===== src/rtl/regfile_pkg.sv =====
// Shared types and defaults for the multi-port register file.
package regfile_pkg;

  // Soft-clear engine state.
  typedef enum logic {
    StIdle  = 1'b0,
    StClear = 1'b1
  } clr_state_e;

  localparam int unsigned DefXlen  = 32;
  localparam int unsigned DefNregs = 32;

endpackage


===== src/rtl/regfile_scoreboard.sv =====
// Pending-write scoreboard: one bit per register, set on issue, cleared on
// commit or by the soft-clear sweep.
module regfile_scoreboard
  import regfile_pkg::*;
#(
  parameter int unsigned NRegs   = DefNregs,
  parameter int unsigned AddrW   = $clog2(NRegs),
  parameter bit          ZeroReg = 1'b1
) (
  input  logic             clk_i,
  input  logic             rst_ni,
  input  logic             set_i,
  input  logic [AddrW-1:0] set_addr_i,
  input  logic             wr_clr_i,
  input  logic [AddrW-1:0] wr_addr_i,
  input  logic             sweep_i,
  input  logic [AddrW-1:0] sweep_addr_i,
  output logic [NRegs-1:0] pend_o
);

  logic [NRegs-1:0] pend_d, pend_q;

  // Next pending state; set is applied after the commit clear so a new
  // producer claimed in the same cycle wins.
  always_comb begin
    pend_d = pend_q;
    if (wr_clr_i) begin
      pend_d[wr_addr_i] = 1'b0;
    end
    if (set_i && (set_addr_i != '0)) begin
      pend_d[set_addr_i] = 1'b1;
    end
    if (sweep_i) begin
      pend_d[sweep_addr_i] = 1'b0;
    end
    if (ZeroReg) begin
      pend_d[0] = 1'b0;
    end
  end

  // Pending bit storage.
  always_ff @(posedge clk_i or negedge rst_ni) begin
    if (!rst_ni) begin
      pend_q <= '0;
    end else begin
      pend_q <= pend_d;
    end
  end

  assign pend_o = pend_q;

endmodule


===== src/rtl/regfile_mp.sv =====
// Multi-read-port register file with write bypass, pending-write scoreboard
// and a sequential soft-clear sweep.
module regfile_mp
  import regfile_pkg::*;
#(
  parameter int unsigned XLEN     = DefXlen,
  parameter int unsigned NREGS    = DefNregs,
  parameter int unsigned ADDRW    = $clog2(NREGS),
  parameter int unsigned NRPORTS  = 2,
  parameter bit          BYPASS   = 1'b1,
  parameter bit          ZERO_REG = 1'b1
) (
  input  logic                     clk,
  input  logic                     reset,
  input  logic                     we,
  input  logic [ADDRW-1:0]         waddr,
  input  logic [XLEN-1:0]          wdata,
  input  logic [NRPORTS*ADDRW-1:0] raddr,
  output logic [NRPORTS*XLEN-1:0]  rdata,
  output logic [NRPORTS-1:0]       rpend,
  input  logic                     issue_valid,
  input  logic [ADDRW-1:0]         issue_rd,
  input  logic                     clr_req,
  output logic                     clr_busy
);

  logic [XLEN-1:0]  regs_d [NREGS];
  logic [XLEN-1:0]  regs_q [NREGS];
  clr_state_e       state_d, state_q;
  logic [ADDRW-1:0] cnt_d, cnt_q;
  logic [NREGS-1:0] pend;
  logic             wr_ok;
  logic             issue_ok;
  logic             sweeping;

  assign sweeping = (state_q == StClear);
  assign clr_busy = sweeping;

  // Writes and issues are frozen while the sweep owns the array.
  assign wr_ok    = we && !sweeping && !(ZERO_REG && (waddr == '0));
  assign issue_ok = issue_valid && !sweeping;

  // Clear engine next state: one register per cycle, wrap back to idle.
  always_comb begin
    state_d = state_q;
    cnt_d   = cnt_q;
    unique case (state_q)
      StIdle: begin
        if (clr_req) begin
          state_d = StClear;
          cnt_d   = '0;
        end
      end
      StClear: begin
        cnt_d = cnt_q + 1'b1;
        if (cnt_q == ADDRW'(NREGS - 1)) begin
          state_d = StIdle;
        end
      end
      default: begin
        state_d = StIdle;
        cnt_d   = '0;
      end
    endcase
  end

  // Clear engine state and sweep counter.
  always_ff @(posedge clk or negedge reset) begin
    if (!reset) begin
      state_q <= StIdle;
      cnt_q   <= '0;
    end else begin
      state_q <= state_d;
      cnt_q   <= cnt_d;
    end
  end

  // Storage next state: normal write or sweep clear (never both).
  always_comb begin
    regs_d = regs_q;
    if (wr_ok) begin
      regs_d[waddr] = wdata;
    end
    if (sweeping) begin
      regs_d[cnt_q] = '0;
    end
  end

  // Register array.
  always_ff @(posedge clk or negedge reset) begin
    if (!reset) begin
      for (int i = 0; i < NREGS; i++) begin
        regs_q[i] <= '0;
      end
    end else begin
      regs_q <= regs_d;
    end
  end

  regfile_scoreboard #(
    .NRegs   (NREGS),
    .AddrW   (ADDRW),
    .ZeroReg (ZERO_REG)
  ) u_scoreboard (
    .clk_i        (clk),
    .rst_ni       (reset),
    .set_i        (issue_ok),
    .set_addr_i   (issue_rd),
    .wr_clr_i     (wr_ok),
    .wr_addr_i    (waddr),
    .sweep_i      (sweeping),
    .sweep_addr_i (cnt_q),
    .pend_o       (pend)
  );

  // Per-port read mux with optional same-cycle forwarding.
  for (genvar k = 0; k < NRPORTS; k++) begin : g_rd
    logic [ADDRW-1:0] ra;
    logic             hit;
    assign ra  = raddr[k*ADDRW +: ADDRW];
    // wr_ok already excludes the sweep and writes to a hardwired x0.
    assign hit = BYPASS && wr_ok && (waddr == ra);
    assign rdata[k*XLEN +: XLEN] = (ZERO_REG && (ra == '0)) ? '0 :
                                   hit                       ? wdata : regs_q[ra];
    // A forwarded write retires the outstanding producer this cycle.
    assign rpend[k] = hit ? 1'b0 : pend[ra];
  end

endmodule


===== config.mk =====
export PLATFORM = sky130hd
export DESIGN_NAME = regfile_mp
export DESIGN_NICKNAME = d
export VERILOG_FILES = /design/src/rtl/regfile_pkg.sv /design/src/rtl/regfile_scoreboard.sv /design/src/rtl/regfile_mp.sv
export SDC_FILE = /design/constraint.sdc
export NUM_CORES = 2
export LEC_CHECK = 0
export CAP_MARGIN = 0
export CORE_ASPECT_RATIO = 1.1
export CORE_MARGIN = 2
export CORE_UTILIZATION = 57
export DETAILED_ROUTE_END_ITERATION = 8
export PLACE_DENSITY_LB_ADDON = 0.3
export RECOVER_POWER = 100
export SLEW_MARGIN = 20
export SYNTH_ARGS = -nofsm -noshare
export SYNTH_HDL_FRONTEND = slang
export SYNTH_HIERARCHICAL = 1
export SYNTH_SLANG_ARGS = --single-unit

===== constraint.sdc =====
create_clock -name clk -period 3.6 [get_ports clk]
set_input_delay 0.36 -clock clk [delete_from_list [all_inputs] [get_ports clk]]
set_output_delay 0.36 -clock clk [all_outputs]
set_load 0.05 [all_outputs]

# ---- Word-level counts from Yosys, hierarchy flattened
# Cells that the tools add are included.
dict set report classes {
  reduce_logical 17
  add_sub_neg 1
  muxes 37
  bitwise_logic 12
  n_lt_le_gt_ge 14
  eq_ne 4
}
# operator n
set ops {}
lappend ops {{two-way mux 1024 bit} 2}
lappend ops {{AND 1024 bit} 1}
lappend ops {{bitwise mux 1024 bit} 1}
lappend ops {{NOT 1024 bit} 1}
lappend ops {{two-way mux 32 bit} 13}
lappend ops {{binary-select mux 32 bit (select 5 bit)} 2}
lappend ops {{demux 32 bit (select 5 bit)} 2}
lappend ops {{AND 32 bit} 2}
lappend ops {{NOT 32 bit} 2}
lappend ops {{OR 32 bit} 1}
lappend ops {{less-than comparator 5 x 6 -> 1 bit, second input constant} 5}
lappend ops {{greater-or-equal comparator 6 bit, second input constant} 4}
lappend ops {{NOT 5 -> 6 bit} 4}
lappend ops {{demux 1 bit (select 5 bit)} 3}
lappend ops {{greater-or-equal comparator 5 x 1 -> 1 bit, second input constant} 3}
lappend ops {{zero test 5 bit} 3}
lappend ops {{less-than comparator 6 x 1 -> 1 bit, second input constant} 2}
lappend ops {{logical AND 1 bit} 11}
lappend ops {{binary-select mux 1 bit (select 5 bit)} 2}
lappend ops {{== test 5 bit} 2}
lappend ops {{case mux 5 bit (2 select lines)} 1}
lappend ops {{two-way mux 1 bit} 9}
lappend ops {{adder 5 x 1 -> 5 bit, second input constant} 1}
lappend ops {{== test 5 bit, second input constant} 1}
lappend ops {{other kinds (6)} 7}
dict set report totals {
  wordCells 120
  output_inout_bits 67
  regBits 1061
  in_bits 57
}

# ---- Depth between registers and ports, before layout
dict set report logic_depth {
  ltp_word 11
  depth_mapped 10
}

# ---- Modules after synthesis
# The synthesis kept the hierarchy.
# mod seq_area_each_um2 cells_each n_inst area_each_um2
set by_module_without_submodules {}
lappend by_module_without_submodules {regfile_mp 25774.7 6109 1 58937.8}
lappend by_module_without_submodules {regfile_scoreboard 775.7 173 1 1609.0}

# ---- Worst setup path after synthesis
# OpenSTA, ideal clock, no wires.
dict set report synth_path {
  path_type {reg2out}
  start {reg state_q (netlist: clr_busy)}
  end {out rdata[0]}
  path_slack_ns 0.324
  t_arrival_ns 2.916
  path_buffers 2
  stages_incl_launch_ff 8
  path_cell_list {dfrtp_1 -> nor2b_1 -> o41ai_4 -> nor3_1 -> buf_2 -> clkbuf_1 -> nor3_1 -> nor3_1}
}
dict set report synth_between {
  elab_chain_cells 6
}
# element line_no
set synth_rtl {}
lappend synth_rtl {{start: declaration} regfile_mp.sv:29} ;# clr_state_e state_d, state_q;
lappend synth_rtl {{start signal: assignment} regfile_mp.sv:70} ;# state_q <= StIdle;
lappend synth_rtl {{start signal: assignment} regfile_mp.sv:73} ;# state_q <= state_d;
lappend synth_rtl {{zero test 1 bit} regfile_mp.sv:40} ;# assign wr_ok = we && !sweeping && !(ZERO_REG && (waddr == '0));
lappend synth_rtl {{logical AND 1 bit (2 in a row)} regfile_mp.sv:40}
lappend synth_rtl {{logical AND 1 bit} regfile_mp.sv:122} ;# assign hit = BYPASS && wr_ok && (waddr == ra);
lappend synth_rtl {{two-way mux 32 bit} regfile_mp.sv:124} ;# hit ? wdata : regs_q[ra];
lappend synth_rtl {{two-way mux 32 bit} regfile_mp.sv:123} ;# assign rdata[k*XLEN +: XLEN] = (ZERO_REG && (ra == '0)) ? '0 :
lappend synth_rtl {{end: declaration} regfile_mp.sv:19} ;# output logic [NRPORTS*XLEN-1:0] rdata,
# No other way between the ends.

# ---- Final worst setup path
dict set report layout_path {
  start {in raddr[5]}
  end {out rdata[45]}
}
dict set report layout_between {
  elab_chain_cells 6
  elab_cells_between_ends 9
}
# element line_no
set layout_rtl {}
lappend layout_rtl {{start: declaration} regfile_mp.sv:18} ;# input logic [NRPORTS*ADDRW-1:0] raddr,
lappend layout_rtl {{NOT 5 -> 6 bit (not written as such)} regfile_mp.sv:124}
lappend layout_rtl {{binary-select mux 32 bit (select 5 bit)} regfile_mp.sv:124}
lappend layout_rtl {{two-way mux 32 bit (not written as such) (2 in a row)} regfile_mp.sv:124}
lappend layout_rtl {{two-way mux 32 bit} regfile_mp.sv:124}
lappend layout_rtl {{two-way mux 32 bit (*)} regfile_mp.sv:123}
# Every way passes the cells marked *; elsewhere a longest branch is shown, timed or not. The select of a mux whose other input is x is not followed.

==> flow_metrics.tcl <==
set metrics [dict create \
    detailed_routed_wire_length_on_met2_mm 105 \
    max-slew-margin-rel -0.422 \
    crit_type "input port to primary output" \
    timing_hold_violations_final 0 \
    fin_worst_skew_ns 0.0227 \
    fillerInstances 8058 \
    final-setup-viol-count 7 \
    synth_seq_cells 1061 \
    cts.path.max_buffers 3 \
    route.detailed.drc 0 \
    met3_wirelength_mm 43.5 \
    synthesis.nets 6344 \
    gr-usage-all-layers 0.462 \
    fp.dieH_um 346 \
    via_count 57300 \
    worst_setup_hold_path_clk_slew_ns 0.06 \
    grt_overflow 0 \
    number_of_buffer_cells_added_on_primary_ports 123 \
    yosysWarningCount 6 \
    maxSlewViolCount 129 \
    place.gp.congestion 0.990 \
    cts_num_sinks 1061 \
    dp.cells 7575 \
    starting_density_of_the_core 0.574 \
    floorplan.die_area_sq_um 109000 \
    routedLengthMet1_mm 80.5 \
    critical_path.endpoint_type "primary output" \
    max_clock_freq_mhz 275 \
    postLayoutCellArea_sq_um 69300 \
    synth_top_flop_cell "dfrtp_1" \
    maxUsedRoutingLayer "met5" \
    drt_wl_total_mm 252 \
    synth_edf_count 0 \
    rsz0062_at_grt "no" \
    ant_nets 0 \
    finalCriticalPeriod_ns 3.64 \
    most-common-layout-cells "nand2_1, dfrtp_1, a21oi_1, mux4_2, buf_4" \
    synthArstFlopShare 1.00 \
    grt_pass1_wl_mm 370 \
    drt_pass1_iterations 7 \
    grt_pass1_vias 56900 \
    timing_worst_slew_pin_value_ns 2.13 \
    finalWorstSetupSlack_ns -0.0419 \
    synth_cell_types 57 \
    setup_tns_ns -0.100 \
    regArea_sq_um 26600 \
    final_nets 6352 \
    num_rows 125 \
    final.hold.worst_slack_ns 0.315 \
    p_total_mw 32.4 \
    mostFrequentLayoutCell "nand2_1" \
    cp.required_ns 3.24 \
    largest_net_degree_at_the_start_of_global_routing 93 \
    syn_area_sq_um 60500 \
    areaGrowthSynthToFinish_pct 14.4 \
    floorplan.core_area_sq_um 105000 \
    critPathArrivalTime_ns 3.28 \
    cts_tree "yes" \
    maximum_resistive_drop_on_vdd_mv 0.481 \
    number_of_cells_in_the_finished_layout_apart_from_fillers 7778 \
    syn-mean-instance-area_sq_um 9.64 \
    ff2ff_setup_slack_ns 0.11 \
    timing.critical_path.from_type "input port" \
    max-cap-violations 3 \
    detail_route.wl_per_cell_um 32.4 \
    number_of_antenna_violations_at_the_first_check_in_global_routing 14 \
    run_status "finished, violations left" \
    total_leakage_power_nw 29.2 \
    fp.dieW_um 315 \
    seq_area_frac_synth 0.439 \
    drive_gt1_frac 0.205 \
    pwr_density_cell_nw_per_um2 468 \
    final_min_period_over_clock_period 1.01 \
    placed_cell_area_sq_um 66100 \
    worstHoldPathType "input port to register" \
    clk-insertion-delay-late_ns 0.73 \
    cts_htree_levels 3 \
    multiInputGateArea_sq_um 31800 \
    count_of_boundary_i_o_pins 124 \
    hpwlAfterDp_mm 151 \
    drt-vias-per-instance 7.37 \
    path_max_fanout 20 \
    cts.root.buffer_cell "clkbuf_16" \
    number_of_clock_buffers_inserted_by_tritoncts 109 \
    drtIter0Drc 9850 \
    failed_checks "capacitance limit, slew limit, setup timing" \
    post_synth_inst_count 6282 \
    place_worst_setup_slack_ns -0.192 \
    finish.utilization 0.657 \
]
worst paths after layout:
| check | startpoint | endpoint | cells after the start |
|---|---|---|---|
| max in group asynchronous | reset | regs_q[765]$_DFF_PN0_ | 4 |
| max | raddr[5] | rdata[45] | 10 |
| min | clr_req | clr_busy$_DFF_PN0_ | 3 |
| min reg2reg | regs_q[1001]$_DFF_PN0_ | regs_q[1001]$_DFF_PN0_ | 1 |
| max reg2reg | clr_busy$_DFF_PN0_ | regs_q[487]$_DFF_PN0_ | 7 |
| min in group asynchronous | reset | regs_q[933]$_DFF_PN0_ | 2 |
layout make-up:
class,count,area share
diodes,8,0.000289
clock buffers,150,0.0447
clock inverters,44,0.00876
inverters,5,0.000271
multi-input cells,4573,0.458
flip-flops and latches,1061,0.383
well taps,1397,0.0252
repair buffers,540,0.0789
logic make-up after synthesis:
group	synth area share
simple gates	0.160
other cells	0.0000619
xor+xnor	0.00145
flops	0.439
buf+inv	0.0463
compound gates	0.124
mux	0.229
fa+ha+maj	0.00103
critical path, stage by stage:
cell,delay [ns]
buf_8,0.26
buf_6,0.34
or2_2,0.23
buf_4,0.33
a211oi_1,0.10
o32ai_1,0.71
a211oi_1,0.22
nor3_2,0.32
buf_4,0.18
buf_12,0.13
flip-flops by register name, indices dropped and copies added (netlist names):
signal,count
clr_busy,1
cnt_q,5
regs_q,1024
u_scoreboard/pend_o,31
routing by layer:
| metal | vias up | GRT usage |
|---|---|---|
| li1 | 22100 | - |
| met3 | 1745 | 0.217 |
| met4 | 22 | 0.338 |
| met1 | 27700 | 0.561 |
| met5 | - | 0.00936 |
| met2 | 5804 | 0.641 |
cells in the mapped netlist, types with 5 or more instances:
master	number	area (sq um)
clkbuf_2	20	100
a221o_1	6	60.1
inv_1	5	18.8
nor3_1	73	365
xnor2_1	10	87.6
buf_2	97	485
a211o_1	13	114
a22oi_1	66	495
nand3_1	23	115
buf_1	32	120
mux4_2	451	10200
o21ai_0	75	375
a2111oi_0	19	166
a21o_1	16	120
nand2_1	1953	7330
ha_1	5	62.6
o32ai_1	22	193
o22ai_1	61	382
mux2i_1	216	2160
and2_1	6	37.5
and3b_1	6	52.6
buf_6	8	90.1
a21oi_1	956	4780
buf_4	44	330
mux2_2	135	1520
a211oi_1	80	601
o21ai_1	9	45.0
o211ai_1	10	75.1
nor2b_1	87	544
nand3b_1	6	45.0
or3_1	6	37.5
nor2_1	200	751
dfrtp_1	1061	26600
nand2b_1	19	119
clkbuf_1	442	1660
what timing repair did:
action | CTS | global route
hold buffers | 1 | 0
endpoints found under the setup margin | 4 | 15
gates cloned | 0 | 0
endpoints found under the hold margin | 51 | 0
gates resized for setup | 4 | 14
setup buffers | 0 | 0
where the power goes:
| group | internal, mW | switching (mW) | total (mW) | leakage [nW] |
|---|---|---|---|---|
| clock network | 6.87 | 5.17 | 12.0 | 1.83 |
| registers | 12.9 | 0.853 | 13.7 | 14.8 |
| logic | 2.31 | 4.34 | 6.65 | 12.6 |
Note: power is estimated with default switching activity, not from simulation.
